### config.mk
export PLATFORM = sky130hd
export DESIGN_NAME = tbuf_drive_ctrl_flat
export DESIGN_NICKNAME = d
export VERILOG_FILES = /design/src/rtl/tbuf_drive_ctrl_pkg.sv /design/src/rtl/tbuf_drive_ctrl_if.sv /design/src/rtl/tbuf_drive_ctrl_cnt.sv /design/src/rtl/tbuf_drive_ctrl.sv /design/src/flat_wrapper.sv
export SDC_FILE = /design/constraint.sdc
export NUM_CORES = 1
export LEC_CHECK = 0
export BUFFER_PORTS_ARGS = -buffer_cell sky130_fd_sc_hd__buf_2
export CORE_AREA = 2 2 43 74
export CTS_CLUSTER_SIZE = 40
export DETAILED_ROUTE_END_ITERATION = 8
export DIE_AREA = 0 0 45 76
export MAX_ROUTING_LAYER = met4
export SETUP_SLACK_MARGIN = 0.05
export SYNTH_ARGS = -nofsm -noshare
export SYNTH_HDL_FRONTEND = slang
export SYNTH_SLANG_ARGS = --single-unit
### constraint.sdc
create_clock -name clk -period 2.38 [get_ports clk]
set_clock_uncertainty 0.15 [all_clocks]
set_input_delay 0.476 -clock clk [delete_from_list [all_inputs] [get_ports clk]]
set_output_delay 0.476 -clock clk [all_outputs]
set_load 0.02 [all_outputs]
### src/rtl/tbuf_drive_ctrl_pkg.sv
// Shared types and sizing helper for the tri-state bus drive controller.
package tbuf_drv_pkg;

   typedef enum logic [1:0] {
      IDLE  = 2'd0,
      SETUP = 2'd1,
      DRIVE = 2'd2,
      TURN  = 2'd3
   } drv_state_e;

   // Bits needed to hold the larger of the two cycle counts, never below 1.
   function automatic int cnt_w(input int hold, input int turn);
      int m;
      m = (hold > turn) ? hold : turn;
      return (m < 1) ? 1 : $clog2(m + 1);
   endfunction

endpackage

### src/rtl/tbuf_drive_ctrl_if.sv
// Upstream handshake plus tri-state buffer drive signals.
interface tbuf_drive_ctrl_if #(
   parameter int WIDTH = 8
);
   logic             in_valid;
   logic [WIDTH-1:0] in_data;
   logic             in_ready;
   logic [WIDTH-1:0] bus_a;
   logic             bus_en;
   logic             busy;
   logic             xfer_done;

   modport master (
      output in_valid, in_data,
      input  in_ready, bus_a, bus_en, busy, xfer_done
   );

   modport slave (
      input  in_valid, in_data,
      output in_ready, bus_a, bus_en, busy, xfer_done
   );
endinterface

### src/rtl/tbuf_drive_ctrl_cnt.sv
// Loadable down counter with zero flag; saturates at zero instead of wrapping.
module tbuf_drv_cnt #(
   parameter int W = 2
) (
   input  logic         clk,
   input  logic         rst_n,
   input  logic         load_i,
   input  logic [W-1:0] load_val_i,
   input  logic         dec_i,
   output logic         zero_o
);
   logic [W-1:0] cnt_q, cnt_d;

   always_comb begin
      cnt_d = cnt_q;
      if (load_i)
         cnt_d = load_val_i;
      else if (dec_i && (cnt_q != '0))
         cnt_d = cnt_q - 1'b1;
   end

   always_ff @(posedge clk or negedge rst_n) begin
      if (!rst_n) cnt_q <= '0;
      else        cnt_q <= cnt_d;
   end

   assign zero_o = (cnt_q == '0);
endmodule

### src/rtl/tbuf_drive_ctrl.sv
// Drives one word at a time onto a tri-state bus: one setup cycle, HOLD_CYC
// enable cycles, TURN_CYC release cycles; optional back-to-back bursting.
module tbuf_drive_ctrl
   import tbuf_drv_pkg::*;
#(
   parameter int WIDTH    = 8,
   parameter int HOLD_CYC = 3,
   parameter int TURN_CYC = 2,
   parameter int BURST    = 1
) (
   input  logic             clk,
   input  logic             rst_n,
   tbuf_drive_ctrl_if.slave io
);
   localparam int           CW      = cnt_w(HOLD_CYC, TURN_CYC);
   localparam logic [CW-1:0] HOLD_LD = CW'(HOLD_CYC - 1);
   localparam logic [CW-1:0] TURN_LD = CW'((TURN_CYC > 0) ? TURN_CYC - 1 : 0);

   if (HOLD_CYC < 1) begin : g_bad_hold
      $error("tbuf_drive_ctrl: HOLD_CYC must be at least 1");
   end

   drv_state_e       state_q, state_d;
   logic [WIDTH-1:0] bus_a_q, bus_a_d;
   logic             bus_en_q, bus_en_d;
   logic             busy_q, busy_d;
   logic             xfer_done_q, xfer_done_d;
   logic             hold_ld, hold_dec, hold_zero;
   logic             turn_ld, turn_dec, turn_zero;
   logic             ready, accept;

   tbuf_drv_cnt #(.W(CW)) u_hold_cnt (
      .clk       (clk),
      .rst_n     (rst_n),
      .load_i    (hold_ld),
      .load_val_i(HOLD_LD),
      .dec_i     (hold_dec),
      .zero_o    (hold_zero)
   );

   tbuf_drv_cnt #(.W(CW)) u_turn_cnt (
      .clk       (clk),
      .rst_n     (rst_n),
      .load_i    (turn_ld),
      .load_val_i(TURN_LD),
      .dec_i     (turn_dec),
      .zero_o    (turn_zero)
   );

   // Ready depends only on state and counter so upstream can't form a loop.
   assign ready  = (state_q == IDLE) ||
                   ((BURST != 0) && (state_q == DRIVE) && hold_zero);
   assign accept = io.in_valid && ready;

   always_comb begin
      state_d     = state_q;
      bus_a_d     = bus_a_q;
      xfer_done_d = 1'b0;
      hold_ld     = 1'b0;
      hold_dec    = 1'b0;
      turn_ld     = 1'b0;
      turn_dec    = 1'b0;
      case (state_q)
         IDLE: begin
            if (accept) begin
               bus_a_d = io.in_data;
               state_d = SETUP;
            end
         end
         SETUP: begin
            hold_ld = 1'b1;
            state_d = DRIVE;
         end
         DRIVE: begin
            if (!hold_zero) begin
               hold_dec = 1'b1;
            end else begin
               xfer_done_d = 1'b1;
               if (accept) begin
                  bus_a_d = io.in_data;
                  hold_ld = 1'b1;
               end else if (TURN_CYC == 0) begin
                  state_d = IDLE;
               end else begin
                  turn_ld = 1'b1;
                  state_d = TURN;
               end
            end
         end
         TURN: begin
            if (turn_zero) state_d = IDLE;
            else           turn_dec = 1'b1;
         end
         default: state_d = IDLE;
      endcase
      bus_en_d = (state_d == DRIVE);
      busy_d   = (state_d != IDLE);
   end

   always_ff @(posedge clk or negedge rst_n) begin
      if (!rst_n) begin
         state_q     <= IDLE;
         bus_a_q     <= '0;
         bus_en_q    <= 1'b0;
         busy_q      <= 1'b0;
         xfer_done_q <= 1'b0;
      end else begin
         state_q     <= state_d;
         bus_a_q     <= bus_a_d;
         bus_en_q    <= bus_en_d;
         busy_q      <= busy_d;
         xfer_done_q <= xfer_done_d;
      end
   end

   assign io.in_ready  = ready;
   assign io.bus_a     = bus_a_q;
   assign io.bus_en    = bus_en_q;
   assign io.busy      = busy_q;
   assign io.xfer_done = xfer_done_q;
endmodule

### src/flat_wrapper.sv
// flat-port wrapper written by rule: the top's interface ports become plain ports
module tbuf_drive_ctrl_flat import tbuf_drv_pkg::*;
#(
   parameter int WIDTH    = 8,
   parameter int HOLD_CYC = 3,
   parameter int TURN_CYC = 2,
   parameter int BURST    = 1
)
  (clk, rst_n, io_in_valid, io_in_data, io_in_ready, io_bus_a, io_bus_en, io_busy, io_xfer_done);
  tbuf_drive_ctrl_if #(.WIDTH(WIDTH)) io_i ();
  input  logic clk;
  input  logic rst_n;
  input wire logic [$bits(io_i.in_valid)-1:0] io_in_valid;
  input wire logic [$bits(io_i.in_data)-1:0] io_in_data;
  output wire logic [$bits(io_i.in_ready)-1:0] io_in_ready;
  output wire logic [$bits(io_i.bus_a)-1:0] io_bus_a;
  output wire logic [$bits(io_i.bus_en)-1:0] io_bus_en;
  output wire logic [$bits(io_i.busy)-1:0] io_busy;
  output wire logic [$bits(io_i.xfer_done)-1:0] io_xfer_done;
  assign io_i.in_valid = io_in_valid;
  assign io_i.in_data = io_in_data;
  assign io_in_ready = io_i.in_ready;
  assign io_bus_a = io_i.bus_a;
  assign io_bus_en = io_i.bus_en;
  assign io_busy = io_i.busy;
  assign io_xfer_done = io_i.xfer_done;
  tbuf_drive_ctrl #(.WIDTH(WIDTH), .HOLD_CYC(HOLD_CYC), .TURN_CYC(TURN_CYC), .BURST(BURST)) u_core (.clk(clk), .rst_n(rst_n), .io(io_i));
endmodule
==> results of run 1 <==
## worst reg2reg max path: stages, from the launching register on
cell,delay (ps)
dfrtp_1,390
inv_1,110
ha_1,280
and2_4,200
o21ai_4,270
mux2_2,370
## cell families after synthesis
| kind of cell | count (synthesis) | share of synthesized area (%) |
|---|---|---|
| buffers and inverters | 7 | 3.22 |
| multiplexers | 8 | 11.0 |
| AND/OR/NAND/NOR | 14 | 9.97 |
| AO/OA/AOI/OAI | 10 | 10.7 |
| adder cells (fa/ha/maj) | 7 | 10.7 |
| XOR/XNOR | 2 | 2.15 |
| flip-flops | 17 | 52.1 |
## synthesized netlist by cell type
| cell type | count |
|---|---|
| a21oi_1 | 2 |
| a21o_1 | 1 |
| inv_1 | 7 |
| nand2b_1 | 2 |
| nand3b_1 | 1 |
| o21ai_0 | 1 |
| mux2_2 | 8 |
| a21o_2 | 1 |
| a211oi_1 | 1 |
| nor2_1 | 5 |
| or2b_1 | 1 |
| a32oi_2 | 1 |
| a221o_1 | 1 |
| a31oi_1 | 1 |
| dfrtp_1 | 17 |
| nand2_1 | 1 |
| o21ai_4 | 1 |
| xnor2_1 | 2 |
| and3b_2 | 1 |
| nor2b_1 | 2 |
| ha_1 | 7 |
| and2_4 | 1 |
## where the power goes
group | internal (mW) | switching (mW)
sequential | 0.435 | 0.0663
combinational | 0.343 | 0.432
clock | 0.116 | 0.0962
## flip-flops by register name, indices dropped and copies added, names as in the netlist
signal / cells
u_core.io.bus_a: 8
u_core.state_q: 2
u_core.u_turn_cnt.cnt_q: 2
u_core.io.busy: 1
u_core.u_hold_cnt.cnt_q: 2
u_core.io.bus_en: 1
u_core.io.xfer_done: 1
## cell type report
cell class	count	share of cell area [%]
timing repair buffer	23	11.8
clock inverter	1	0.492
clock buffer	3	4.06
multi-input combinational	41	35.8
inverter	7	2.58
tap	28	3.44
sequential	17	41.8
## layer usage
metal	vias to the layer above	global-route usage (%)	share of wire, %
met4	0	7.94	3.5
li1	276	-	-
met5	-	-	0
met2	19	16.6	56
met3	4	2.61	6.5
met1	265	7.21	34
## per-stage QoR
step / std cells / total power [mW]
after global placement: 115 / 1.27
after detailed placement: 115 / 1.29
after global routing: 120 / 1.62
final: 120 / 1.49
after CTS: 120 / 1.52
after floorplan: 65 / 1.08
## final timing paths
kind | end | startpoint | cells after the start
setup / recovery | io_in_ready | u_core.state_q[0]$_DFF_PN0_ | 4
hold / removal | u_core.io.bus_a[1]$_DFFE_PN0P_ | io_in_data[1] | 2
setup reg to reg | u_core.io.bus_a[4]$_DFFE_PN0P_ | u_core.state_q[0]$_DFF_PN0_ | 5
hold reg to reg | u_core.io.bus_a[0]$_DFFE_PN0P_ | u_core.io.bus_a[0]$_DFFE_PN0P_ | 1
max in group asynchronous | u_core.io.bus_a[0]$_DFFE_PN0P_ | rst_n | 2
min in group asynchronous | u_core.io.busy$_DFF_PN0_ | rst_n | 2
## timing repair
item | CTS | global route
hold endpoints to repair | 17 | 0
resized for setup | 0 | 0
hold buffers | 1 | 0
setup endpoints to repair | 0 | 0
buffers inserted | 0 | 0
==> flow_metrics.tcl, run 1 <==
set metrics [dict create \
    status "finished clean" \
    p_leak_nw 0.519 \
    critPathTopFamily "flip-flops" \
    core_um2 2860 \
    max_freq_ghz 0.486 \
    cts_sinks 17 \
    n_fill_cell 296 \
    drv_slew 0 \
    path_class "register to output pin" \
    yosysTopAreaCell "dfrtp_1" \
    powerDensity_nw_per_um2 1460 \
    endpoint_kind "output pin" \
    cp_slowest_stage_delay_ps 390 \
    die_area_um2 3420 \
    drc_errors 0 \
    place_ws_ps 490 \
    nNetsFinal 111 \
    cp-start-kind "register" \
    cap_violations 0 \
    synthCells 65 \
    cp_cell_sequence "inv_1, ha_1, a21o_2, buf_2" \
    drt-total-wl_mm 1.44 \
    cts.clk_slew.worst_paths_ps 60 \
    initial_utilization_pct 28.5 \
    first_global_vias 571 \
    ioPinCount 23 \
    clk_latency_ps 250 \
    ys_ff_latch 17 \
    synth_top_area_share_pct 52.1 \
    final_cell_mix "buf_2 (22), dfrtp_1 (17), mux2_2 (8)" \
    final_util_pct 35.5 \
    cts_root_buffer "clkbuf_8" \
    drive_above_1_share_pct 42.4 \
    drtPass1Iterations 2 \
    hold_viol 0 \
    synth_cell_types 22 \
    min_period_ps 2060 \
    period_share_pct 86.5 \
    postRouteAntennaNets 0 \
    ir_worst_vdd_mv 0.316 \
    netlist_area_um2 816 \
    antenna_found_initial 0 \
    synthTopCellsByArea "dfrtp_1 (52%), mux2_2 (11%), ha_1 (11%)" \
    whs_ps 304 \
    grtUsageTotal_pct 9.49 \
    viasPerCell 4.70 \
    slew_headroom_pct 74.6 \
    hpwl_mm 1.14 \
    rsz0062_at_grt "no" \
    avgSynthCellArea_um2 12.6 \
    final_common_cell "buf_2" \
    grt.overflow.total 0 \
    htree_levels 1 \
    cp_max_fo 7 \
    cpMaxStageDelayCell "dfrtp_1" \
    vias 564 \
    final_area_um2 1020 \
    rows 26 \
    portBuffers 22 \
    ys_seq_area_share_pct 52.1 \
    tightest_slew_ps 381 \
    seqCellArea_um2 425 \
    hold_class "input port to register" \
    grt_max_degree 18 \
    cp.required_ps 1750 \
    finalSetupViolations 0 \
    yosysWarnings 0 \
    numCtsBuffers 3 \
    die_h_um 76 \
    cts_buffer_depth 2 \
    crit_buf_inv 2 \
    synth_fp_nets 83 \
    setup_tns_ps 0 \
    multi_input_area_um2 364 \
    placed_cell_area_um2 961 \
    syn2layout_area_growth_pct 24.7 \
    worst-r2r-setup-slack_ps 490 \
    avgRoutedWirePerCell_um 12.0 \
    gp_congestion 0.732 \
    drt-initial-drc-count 3 \
    grt_pass1_wl_mm 2.29 \
    crit_arrival_ps 1430 \
    n_antenna_cell 0 \
    cts_tree "built" \
    setup_ws_ps 322 \
    die_w_um 45 \
]
(Power assumes the default switching activity.)
==> run 2: changes to the inputs <==
--- a/config.mk
+++ b/config.mk
@@ -6,12 +6,14 @@
 export NUM_CORES = 1
 export LEC_CHECK = 0
 export BUFFER_PORTS_ARGS = -buffer_cell sky130_fd_sc_hd__buf_2
-export CORE_AREA = 2 2 43 74
+export CORE_AREA = 2 2 45 78
 export CTS_CLUSTER_SIZE = 40
 export DETAILED_ROUTE_END_ITERATION = 8
-export DIE_AREA = 0 0 45 76
+export DIE_AREA = 0 0 47 80
+export GPL_TIMING_DRIVEN = 0
 export MAX_ROUTING_LAYER = met4
 export SETUP_SLACK_MARGIN = 0.05
 export SYNTH_ARGS = -nofsm -noshare
 export SYNTH_HDL_FRONTEND = slang
+export SYNTH_HIERARCHICAL = 1
 export SYNTH_SLANG_ARGS = --single-unit
==> flow_metrics.tcl, run 2 <==
set metrics [dict create \
    status "finished, violations left" \
    violations "hold timing" \
    max_freq_ghz 0.484 \
    first_global_vias 599 \
    clk_latency_ps 240 \
    yosysWarnings 6 \
    vias 637 \
    drv_slew 0 \
    cts_resized 0 \
    endpoint_kind "register" \
    synth_edf_count 0 \
    hpwl_mm 1.25 \
    final_common_cell "buf_2" \
    whs_ps -10.4 \
    synthTopCellsByArea "dfrtp_1 (47%), ha_1 (11%), mux2_2 (10%)" \
    die_area_um2 3760 \
    final_area_um2 1120 \
    synthTopCellsByCount "dfrtp_1 (17), ha_1 (8), mux2_2 (8)" \
    synth_top_area_share_pct 47.2 \
    ioPinCount 23 \
    setup_tns_ps 0 \
    synthArstFlopShare_pct 100 \
    cts_buffer_depth 2 \
    yosysTopAreaCell "dfrtp_1" \
    numCtsBuffers 3 \
    cts_sinks 17 \
    ctsHoldBuffers 0 \
    path_class "register to register" \
    die_w_um 47 \
    powerDensity_nw_per_um2 1350 \
    crit_arrival_ps 2050 \
    cts_tree "built" \
    grt_pass1_wl_mm 2.47 \
    nNetsFinal 125 \
    htree_levels 1 \
    grt.overflow.total 0 \
    n_antenna_cell 0 \
    place_inst 144 \
    initial_utilization_pct 29.0 \
    core_um2 3110 \
    placed_cell_area_um2 1070 \
    ir_worst_vdd_mv 0.410 \
    instances_no_fill 148 \
    rsz0062_at_grt "no" \
    antenna_found_initial 0 \
    avgRoutedWirePerCell_um 10.1 \
    hold_viol 17 \
    yosys.cell_count.top_type "dfrtp_1" \
    synthCells 77 \
    cts_setup_buffers 0 \
    final_cell_mix "buf_2 (22), dfrtp_1 (17), mux2_2 (8), ha_1 (8), inv_1 (7)" \
    syn2layout_area_growth_pct 24.0 \
    grtUsageTotal_pct 9.12 \
    cp-start-kind "register" \
    rows 27 \
    cts_root_buffer "clkbuf_8" \
    min_period_ps 2070 \
    place_ws_ps 326 \
    drc_errors 0 \
    finalSetupViolations 0 \
    largest_register_ffs 8 \
    drt-total-wl_mm 1.49 \
    grt_max_degree 18 \
    p_leak_nw 0.541 \
    drt-initial-drc-count 20 \
    netlist_area_um2 901 \
    period_share_pct 86.8 \
    die_h_um 80 \
    viasPerCell 4.30 \
    portBuffers 22 \
    synth-main-ff-cell "dfrtp_1" \
    cap_violations 0 \
    drive_above_1_share_pct 36.2 \
    cp.required_ps 2360 \
    drtPass1Iterations 3 \
    cts.clk_slew.worst_paths_ps 60 \
    ys_seq_area_share_pct 47.2 \
    hold_class "input port to asynchronous set/reset pin" \
    setup_ws_ps 314 \
    ys_ff_latch 17 \
    p_total_mw 1.51 \
    cp_max_fo 6 \
    final_util_pct 36.0 \
    gp_congestion 0.698 \
    postRouteAntennaNets 0 \
    synth_cell_types 22 \
    avgSynthCellArea_um2 11.7 \
]
-- run 2: changes by cell type in the layout (fill, tap and decap cells not counted), moves of 2 or more --
cell / change
conb_1: +4
o211ai_2: +2
nor2_1: -2
nand2_1: +4
or4b_1: +4
o311ai_0: +2
xnor2_1: -2
nor2b_1: +4
-- run 2: cells by family after synthesis --
group           count (synthesis)  share of synthesized area [%]
other cells                     2                          0.834
fa+ha+maj                       8                           11.1
simple gates                   24                           17.1
compound gates                 11                           10.8
buf+inv                         7                           2.92
mux                             8                           10.0
flops                          17                           47.2
-- run 2: layout make-up --
class	count	area (µm²)
Clock buffer	4	45.0
Fill cell	331	1990
Inverter	7	26.3
Multi-Input combinational cell	55	457
Sequential cell	17	425
Tap cell	43	53.8
Timing Repair Buffer	22	110
-- run 2: routing by layer --
metal	vias to the layer above	GRT usage [%]	wire, µm
met1	293	9.48	635
met4	0	5.00	31
met5	-	-	0
met3	2	1.36	63
li1	319	-	-
met2	23	15.5	763
-- run 2: critical path: stages (launching register included) --
cell      delay [ps]
dfrtp_1          390
inv_1            120
ha_1             280
and2_4           200
a21oi_1          140
nor2b_1          110
or4b_1           460
o311ai_0          90
-- run 2: power breakdown --
part	internal (mW)	total, mW	leakage (nW)	switching, mW
Clock	0.118	0.204	0.0228	0.0858
Combinational	0.349	0.797	0.313	0.449
Sequential	0.435	0.505	0.206	0.0704
Total	0.902	1.51	0.541	0.605
-- run 2: path summary, 6_finish.rpt --
path	startpoint	slack (ps)	cells after the start	endpoint
max	u_core/state_q[0]$_DFF_PN0_	310	7	u_core/u_hold_cnt/cnt_q[1]$_DFFE_PN0P_
min	rst_n	-10	1	u_core/io.bus_a[1]$_DFFE_PN0P_
max reg2reg	u_core/state_q[0]$_DFF_PN0_	310	7	u_core/u_hold_cnt/cnt_q[1]$_DFFE_PN0P_
min reg2reg	u_core/io.bus_a[2]$_DFFE_PN0P_	350	1	u_core/io.bus_a[2]$_DFFE_PN0P_
max in group asynchronous	rst_n	1830	1	u_core/u_turn_cnt/cnt_q[0]$_DFFE_PN0P_
min in group clk	io_in_data[7]	310	2	u_core/io.bus_a[7]$_DFFE_PN0P_
==> run 3: changes to the inputs <==
--- a/config.mk
+++ b/config.mk
@@ -5,13 +5,15 @@
 export SDC_FILE = /design/constraint.sdc
 export NUM_CORES = 1
 export LEC_CHECK = 0
+export ABC_AREA = 1
 export BUFFER_PORTS_ARGS = -buffer_cell sky130_fd_sc_hd__buf_2
-export CORE_AREA = 2 2 45 78
+export CORE_AREA = 2 2 49 51
 export CTS_CLUSTER_SIZE = 40
 export DETAILED_ROUTE_END_ITERATION = 8
-export DIE_AREA = 0 0 47 80
+export DIE_AREA = 0 0 51 53
 export GPL_TIMING_DRIVEN = 0
 export MAX_ROUTING_LAYER = met4
+export PLACE_DENSITY = 0.67
 export SETUP_SLACK_MARGIN = 0.05
 export SYNTH_ARGS = -nofsm -noshare
 export SYNTH_HDL_FRONTEND = slang
==> flow_metrics.tcl, run 3 <==
set metrics [dict create \
    hold_class "input port to register" \
    grtUsageTotal_pct 16.5 \
    first_global_vias 813 \
    cp.required_ps 1750 \
    ir_worst_vdd_mv 0.717 \
    synthTopCellsByCount "nand2_1 (47), inv_1 (18), dfrtp_1 (17)" \
    path_class "register to output pin" \
    synthCells 122 \
    syn2layout_area_growth_pct 20.2 \
    critPathTopFamily "flip-flops" \
    htree_levels 1 \
    ys_seq_area_share_pct 45.1 \
    cts_root_buffer "clkbuf_4" \
    cp-start-kind "register" \
    hold_viol 0 \
    ioPinCount 23 \
    crit_top_cell "inv_1" \
    rows 17 \
    cts_buffer_depth 2 \
    yosysWarnings 6 \
    synth-main-ff-cell "dfrtp_1" \
    final_common_cell "nand2_1" \
    cp_slowest_stage_delay_ps 440 \
    yosys.cell_count.top_type "nand2_1" \
    period_share_pct 85.8 \
    portBuffers 22 \
    min_period_ps 2040 \
    synthArstFlopShare_pct 100 \
    setup_tns_ps 0 \
    vias 805 \
    setup_ws_ps 338 \
    drtPass1Iterations 4 \
    cts_tree "built" \
    die_w_um 51 \
    status "finished clean" \
    cts_sinks 17 \
    netlist_area_um2 943 \
    core_um2 2150 \
    rsz0062_at_grt "no" \
    grt.overflow.total 0 \
    powerDensity_nw_per_um2 1350 \
    final_cell_mix "nand2_1 (47), buf_2 (22), inv_1 (18)" \
    cts.clk_slew.worst_paths_ps 100 \
    grtUsageMet1_pct 18.0 \
    n_antenna_cell 0 \
    p_leak_nw 0.688 \
    crit_buf_inv 3 \
    grt_max_degree 18 \
    drv_slew 0 \
    numCtsBuffers 3 \
    die_area_um2 2700 \
    drive_above_1_share_pct 22.5 \
    initial_utilization_pct 43.9 \
    gp_congestion 0.735 \
    nNetsFinal 171 \
    finalSetupViolations 0 \
    drt-total-wl_mm 1.82 \
    drc_errors 0 \
    met3_usage_pct 2.26 \
    final_util_pct 52.8 \
    synth_top_area_share_pct 45.1 \
    drt-initial-drc-count 7 \
    synthTopCellsByArea "dfrtp_1 (45%), nand2_1 (19%), ha_1 (11%)" \
    synth_cell_types 14 \
    avgRoutedWirePerCell_um 10.2 \
    top_usage_layer "met2" \
    cpMaxStageDelayCell "dfrtp_1" \
    synth_edf_count 0 \
    die_h_um 53 \
    viasPerCell 4.50 \
    yosysTopAreaCell "dfrtp_1" \
    avgSynthCellArea_um2 7.73 \
    place_ws_ps 272 \
    grt_pass1_wl_mm 3.27 \
    endpoint_kind "output pin" \
    clk_latency_ps 290 \
    hpwl_mm 1.44 \
    postRouteAntennaNets 0 \
    cp_cell_sequence "inv_1, ha_1, inv_1, nand2_1, buf_2" \
    cp_max_fo 5 \
    met2_usage_pct 31.6 \
    crit_arrival_ps 1420 \
    antenna_found_initial 0 \
    ys_ff_latch 17 \
    max_freq_ghz 0.490 \
    cap_violations 0 \
    largest_register_ffs 8 \
]
-- run 3: cells by family after synthesis --
group / count (synthesis) / synth area share [%]
compound gates: 5 / 2.92
fa+ha+maj: 8 / 10.6
buf+inv: 21 / 8.35
flops: 17 / 45.1
other cells: 2 / 0.796
simple gates: 69 / 32.2
-- run 3: path summary, 6_finish.rpt --
check                                                from                                     end  slack, ps  cells after the start
max in group asynchronous                           rst_n  u_core/u_hold_cnt/cnt_q[0]$_DFFE_PN0P_       1330                      2
min in group asynchronous                           rst_n          u_core/io.bus_a[7]$_DFFE_PN0P_        480                      2
min                                         io_in_data[4]          u_core/io.bus_a[4]$_DFFE_PN0P_        220                      3
max reg2reg                   u_core/state_q[0]$_DFF_PN0_  u_core/u_hold_cnt/cnt_q[1]$_DFFE_PN0P_        440                     10
max                           u_core/state_q[0]$_DFF_PN0_                             io_in_ready        340                      5
min reg2reg                u_core/io.bus_a[7]$_DFFE_PN0P_          u_core/io.bus_a[7]$_DFFE_PN0P_        370                      2
-- run 3: per-layer routing --
layer / share of wire, % / vias to the layer above
met5: 0 / -
met4: 0 / 0
met3: 5.2 / 0
met2: 51 / 17
met1: 44 / 365
li1: - / 423
-- run 3: timing repair --
item	4_1_cts	5_1_grt
hold buffers	1	0
endpoints found under the hold margin	17	0
gates resized for setup	0	1
setup endpoints to repair	0	2
setup buffers	0	0
-- run 3: through the flow --
| stage | power [mW] | hold WS [ps] | area, µm² | instances |
|---|---|---|---|---|
| floorplan | 1.15 | 30.4 | 951 | 124 |
| global placement | 1.34 | 266 | 1100 | 174 |
| detailed placement | 1.39 | 275 | 1100 | 174 |
| global route | 1.72 | 225 | 1130 | 179 |
| finish | 1.53 | 225 | 1130 | 179 |
| CTS | 1.56 | 216 | 1130 | 179 |
-- run 3: tightest hold or removal path: stages --
cell     delay [ps]
buf_2            70
nand2_1          40
nand2_1          40
-- run 3: area by class of cell --
| cell class | count | area, µm² |
|---|---|---|
| sequential | 17 | 425 |
| multi-input combinational | 86 | 447 |
| inverter | 21 | 78.8 |
| clock inverter | 1 | 5.00 |
| timing repair buffer | 23 | 120 |
| clock buffer | 3 | 22.5 |
| fill | 219 | 1010 |
| tap | 28 | 35.0 |
-- run 3: power breakdown --
group / switching, mW / total (mW) / internal [mW]
Clock: 0.0928 / 0.155 / 0.0624
Sequential: 0.0817 / 0.511 / 0.429
Combinational: 0.559 / 0.869 / 0.310
Total: 0.733 / 1.53 / 0.802
